## src/rtl/instruction_fetch_queue.sv

```systemverilog
// Instruction fetch queue: owns the fetch PC, issues 1-cycle-latency cache reads
// and buffers {instr, pc} pairs in an in-order show-ahead FIFO for dispatch.
module instruction_fetch_queue #(
  parameter int          DEPTH    = 4,
  parameter logic [31:0] RESET_PC = 32'h0000_0000
) (
  input  logic        clk,
  input  logic        rst,
  output logic        fetch_req,
  output logic [31:0] fetch_pc,
  input  logic        fetch_valid,
  input  logic [31:0] fetch_data,
  input  logic        flush,
  input  logic [31:0] flush_pc,
  input  logic        deq,
  output logic        ifq_empty,
  output logic [31:0] instr,
  output logic [31:0] instr_pc,
  output logic [31:0] instr_pc_plus4
);
  localparam int AW = $clog2(DEPTH);
  localparam int CW = AW + 1;
  localparam logic [CW-1:0] DEPTH_CNT = CW'(DEPTH);
  localparam logic [CW:0]   DEPTH_OCC = (CW+1)'(DEPTH);

  typedef struct packed {
    logic [31:0] instr;
    logic [31:0] pc;
  } entry_t;

  entry_t          mem [DEPTH];
  entry_t          head;
  logic [AW-1:0]   wr_ptr, rd_ptr;
  logic [CW-1:0]   count;
  logic [31:0]     pc, pc_q;
  logic            req_q;
  logic            enq, do_deq, full;
  logic [CW:0]     occ;

  // Occupancy includes the in-flight response so a response never finds the queue full.
  assign occ       = {1'b0, count} + {{CW{1'b0}}, req_q};
  assign full      = (count == DEPTH_CNT);
  assign ifq_empty = (count == '0);
  assign fetch_req = ~rst & ~flush & (occ < DEPTH_OCC);
  assign fetch_pc  = pc;

  assign enq    = fetch_valid & req_q & ~flush & ~full;
  assign do_deq = deq & ~ifq_empty & ~flush;

  always_ff @(posedge clk or posedge rst) begin
    if (rst) begin
      pc     <= RESET_PC;
      pc_q   <= RESET_PC;
      req_q  <= 1'b0;
      wr_ptr <= '0;
      rd_ptr <= '0;
      count  <= '0;
    end else if (flush) begin
      pc     <= flush_pc;
      req_q  <= 1'b0;
      wr_ptr <= '0;
      rd_ptr <= '0;
      count  <= '0;
    end else begin
      req_q <= fetch_req;
      if (fetch_req) begin
        pc   <= pc + 32'd4;
        pc_q <= pc;
      end
      if (enq)    wr_ptr <= wr_ptr + 1'b1;
      if (do_deq) rd_ptr <= rd_ptr + 1'b1;
      case ({enq, do_deq})
        2'b10:   count <= count + 1'b1;
        2'b01:   count <= count - 1'b1;
        default: count <= count;
      endcase
    end
  end

  always_ff @(posedge clk) begin
    if (enq) mem[wr_ptr] <= '{instr: fetch_data, pc: pc_q};
  end

  assign head           = mem[rd_ptr];
  assign instr          = ifq_empty ? 32'h0 : head.instr;
  assign instr_pc       = ifq_empty ? 32'h0 : head.pc;
  assign instr_pc_plus4 = ifq_empty ? 32'h0 : head.pc + 32'd4;

endmodule

```

## config.mk

```make
export PLATFORM = sky130hd
export DESIGN_NAME = instruction_fetch_queue
export DESIGN_NICKNAME = d
export VERILOG_FILES = /design/src/rtl/instruction_fetch_queue.sv
export SDC_FILE = /design/constraint.sdc
export NUM_CORES = 1
export LEC_CHECK = 0
export BUFFER_PORTS_ARGS = -buffer_cell sky130_fd_sc_hd__buf_2
export CAP_MARGIN = 20
export CORE_MARGIN = 2
export CORE_UTILIZATION = 40
export DETAILED_ROUTE_END_ITERATION = 8
export SLEW_MARGIN = 20
export SYNTH_ARGS = -nofsm -noshare
export SYNTH_HDL_FRONTEND = slang
export SYNTH_SLANG_ARGS = --single-unit
```

## constraint.sdc

```tcl
create_clock -name clk -period 2.65 [get_ports clk]
set_input_delay 0 -clock clk [delete_from_list [all_inputs] [get_ports clk]]
set_output_delay 0 -clock clk [all_outputs]
set_load 0.02 [all_outputs]
```

==> summary by stage <==
GRT
For this run the aggregate overflow at the end of global routing stands at 0. The number of antenna violations at the first check in global routing is 0. The number of global-route vias before repair is just over 9k. The first global-routing pass estimated 52,900 um of wire. The largest net degree at the start of global routing is 65. Global routing used 18.7% of the available tracks across all layers.

Power
The analysis attributes to cell leakage a power of 7.00 nW. The clock network burns 28.2% of the power. The worst-case IR drop observed on VDD is 0.754 mV. The internal portion of total power is 0.0115 W.

The combinational share of power is 33.2%. In this run the power spent charging and discharging nets is slightly below 0.006 W. The switching power as a share of total power is 33.5%.

For this design the ratio of total power to cell area is 946 nW/um2. The register share of total power is 38.6%.

Synthesis
In this run, synthesis inferred roughly 260 flip-flops with an integrated enable. The number of synthesized register bits is approximately 330. The most frequently used flop master after synthesis is sky130_fd_sc_hd__edfxtp_1. In the synthesized netlist, the number of instances is ~940. When the netlist entered floorplanning its net count stood at 1,018. The share of synthesized flip-flops with an asynchronous set or reset is 22.0%. The number of different library cells in the post-synthesis netlist is 56. The total number of yosys warnings is 0.

The post-synth design cell area is 14,200 um2. The mean instance size in the synthesized netlist is 15.0 um2. Sequential elements use around 67% of the synthesized area.

Clock tree
The total CTS buffers is 35. TritonCTS built the clock tree. The TritonCTS sink count is 328. The tree is rooted in a sky130_fd_sc_hd__clkbuf_16. Clock-pin slew was measured on the worst setup and hold paths at 0.06 ns.

The buffer levels on the longest clock path is 3. For the worst-skew pair, the clock arrives at the later sink with an insertion delay of 0.51 ns. The H-tree generated during clock tree synthesis spans 2 levels.

Status
The run finished, with violations left. The checks that failed: setup timing.

Place
The number of buffers inserted by port buffering is 198. Detailed placement finished with a half-perimeter wire length of 21,500 um. The routability congestion estimate is slightly above 0.8.

Floorplan
The die is between 150 and 200 um wide. The die outline area is 36,900 um2. The effective utilization at floorplan is approximately 40%.

The I/O pin total is slightly below 200. After floorplanning, the core was divided into 68 placement rows. Measured along the y axis, the die boundary spans 192 um. The floorplan core area is 34,700 um2.

STA
The clock period minus worst slack is 2.89 ns. The portion of the clock cycle consumed by the worst path in the final layout is 109%. Setup violations remaining at the end of the flow were counted as 21.

The worst pin sits at a relative slew slack of roughly 30%. The number of endpoints with negative hold slack in the final report is 0. Derived from the worst setup path, the maximum achievable clock frequency is 0.346 GHz. For the final routed database, the setup TNS stands at -3.77 ns. For the pin with the worst max-slew slack, the measured transition is 1.06 ns.

For the final database, setup skew stands at roughly 0.011 ns. Setup repair after global routing could not meet its margin everywhere. The count of final max-slew check failures came to 0. Across all setup checks in the final design, the least slack found is -0.241 ns.

Route
The first routing iteration left 623 violations. The remaining routing DRC violations is 0. After detailed routing, the average wire length per cell comes to ~20 um. The routed layout has roughly 9.2k vias. The first-pass detailed-route iteration total is 5.

Once detail routing completed, the nets flagged for antenna violations numbered 0. Using the TritonRoute via totals, the vias-per-cell ratio works out to 5.28. The total length of routed wires is around 34,000 um.

Critical path
The number of cells on the worst reg-to-reg path is 6. The endpoint type of the worst setup path is a primary output. The critical path startpoint category is a register. Data arrives at the worst endpoint at 2.89 ns. The setup slack on the worst flop-to-flop path is 0.24 ns. The critical-path maximum fanout is 9.

The critical path starts at rd_ptr[0]. In this run the critical register-to-register path is captured at fetch_pc[16]. The endpoint required time on the critical path is 2.65 ns. The capturing element of the worst setup path is instr_pc_plus4[19]. The startpoint of the lowest-slack register-to-register path is count[0]. The critical path start-end classification is reg2out.

Layout
At the end of the flow, the number of nets in the layout was 1,329. Summing all multi-input logic gate instances after layout gives 4620 um2. The count of fill cells added during filler insertion is 2,932. The library cell used most frequently in the layout, excluding fill and tap cells, is sky130_fd_sc_hd__edfxtp_1. The number of antenna cells inserted is 0. The share of cells above drive strength 1 is 34.2%. The utilization after layout is 52.4%. The area growth from synthesis to layout is 28.6%. Leaving out fill and tap cells, the most frequent cells in the layout are sky130_fd_sc_hd__edfxtp_1, sky130_fd_sc_hd__buf_2, sky130_fd_sc_hd__nand2_1, sky130_fd_sc_hd__dfrtp_1, sky130_fd_sc_hd__and2_1. The area occupied by registers is around 9500 um2.

Run
The tool flagged a number of max-cap violations equal to 0.

Min path
The path class of the lowest-slack min-delay path is in2async.
## worst max-delay path, stage by stage (launching register included)
cell,delay (ns)
sky130_fd_sc_hd__dfrtp_4,0.52
sky130_fd_sc_hd__buf_12,0.17
sky130_fd_sc_hd__mux4_2,0.35
sky130_fd_sc_hd__and4_4,0.27
sky130_fd_sc_hd__buf_6,0.12
sky130_fd_sc_hd__buf_6,0.09
sky130_fd_sc_hd__nand4_1,0.18
sky130_fd_sc_hd__or3_1,0.38
sky130_fd_sc_hd__a21oi_2,0.16
sky130_fd_sc_hd__buf_6,0.13
## how the worst min path moves through the flow
stage                              from           end  slack (ns)  cells after the start
after floorplan           fetch_data[0]    mem[0][32]         0.1                      0
after global routing                rst  fetch_pc[29]         0.1                      3
after CTS                           rst   fetch_pc[7]        0.06                      3
final                               rst   fetch_pc[7]        0.07                      3
after global placement              rst   fetch_pc[0]        0.06                      2
after detailed placement            rst  fetch_pc[30]        0.06                      2
## sequential cells by signal (all words and copies together) (netlist names)
| name | flops |
|---|---|
| pc_q | 32 |
| fetch_pc | 32 |
| req_q | 1 |
| mem | 256 |
| count | 3 |
| rd_ptr | 2 |
| wr_ptr | 2 |
## through the flow
stage          instances  instance area [um2]  total power (W)  setup slack, ns  hold slack [ns]
2_1_floorplan        942                14200           0.0100           0.0261           0.0989
3_3_place_gp        1595                15900           0.0119           0.0593           0.0606
3_5_place_dp        1595                15900           0.0120           0.0259           0.0555
4_1_cts             1732                18100           0.0173           -0.294           0.0568
5_1_grt             1733                18200           0.0181           -0.362           0.0974
6_report            1733                18200           0.0172           -0.241           0.0733
## cells in the mapped netlist (all sizes together), types with 5 or more instances
library cell | count | share of area (%)
edfxtp | 256 | 54
nand2 | 144 | 3.8
dfrtp | 72 | 13
and2 | 68 | 3.0
mux4 | 64 | 11
nor2 | 38 | 1.0
clkbuf | 32 | 0.89
o21ai | 30 | 1.1
nand3 | 22 | 0.81
buf | 21 | 1.1
and3 | 18 | 0.80
nand4 | 16 | 0.80
mux2 | 15 | 1.2
nor4 | 12 | 0.53
inv | 11 | 0.29
a21oi | 10 | 0.35
a221o | 10 | 0.71
nor3 | 10 | 0.35
or3 | 9 | 0.40
o311ai | 8 | 0.49
and4 | 7 | 0.49
xnor2 | 7 | 0.43
ha | 6 | 0.53
o211ai | 6 | 0.32
a41oi | 5 | 0.31
mux2i | 5 | 0.35
xor2 | 5 | 0.31
## layer usage
| metal | up-vias | part of all wire (%) | track usage [%] |
|---|---|---|---|
| met3 | 48 | 5.6 | 3.03 |
| met1 | 4559 | 45 | 26.1 |
| met5 | - | 0 | 0 |
| li1 | 4230 | - | - |
| met2 | 313 | 47 | 30.6 |
| met4 | 0 | 2.0 | 4.90 |
## cell type report
type                       count  area share (%)
sequential                   328            52.2
inverter                      11           0.227
clock inverter                17           0.866
clock buffer                  45            5.42
multi-input combinational    550            25.4
tap                          455            3.13
timing repair buffer         327            12.8
## what timing repair did
action | CTS | global route
pin swaps | 17 | 12
setup buffers | 7 | 3
endpoints found under the setup margin | 45 | 27
cloned | 1 | 1
hold buffers | 67 | 0
resized for setup | 79 | 33
endpoints found under the hold margin | 239 | 0
## power groups by stage
stage               registers (W)  clock network (W)  logic [W]
floorplan                 0.00662                  0    0.00342
global placement          0.00671                  0    0.00522
detailed placement        0.00674                  0    0.00526
CTS                       0.00664            0.00497    0.00565
global route              0.00673            0.00516    0.00620
finish                    0.00666            0.00485    0.00572
## logic make-up (layout without fill, tap and decap cells)
kind of cell	after synthesis	count (layout)	synth area share [%]
adders and majority gates	7	7	0.672
and+or+nand+nor	363	363	13.0
buffers and inverters	64	400	2.32
muxes	84	84	12.2
AOI/OAI and AO/OA	84	84	4.02
DFF	328	328	67.0
xor gates and xnor gates	12	12	0.742
No activity file was read; power rests on OpenSTA's default activity.
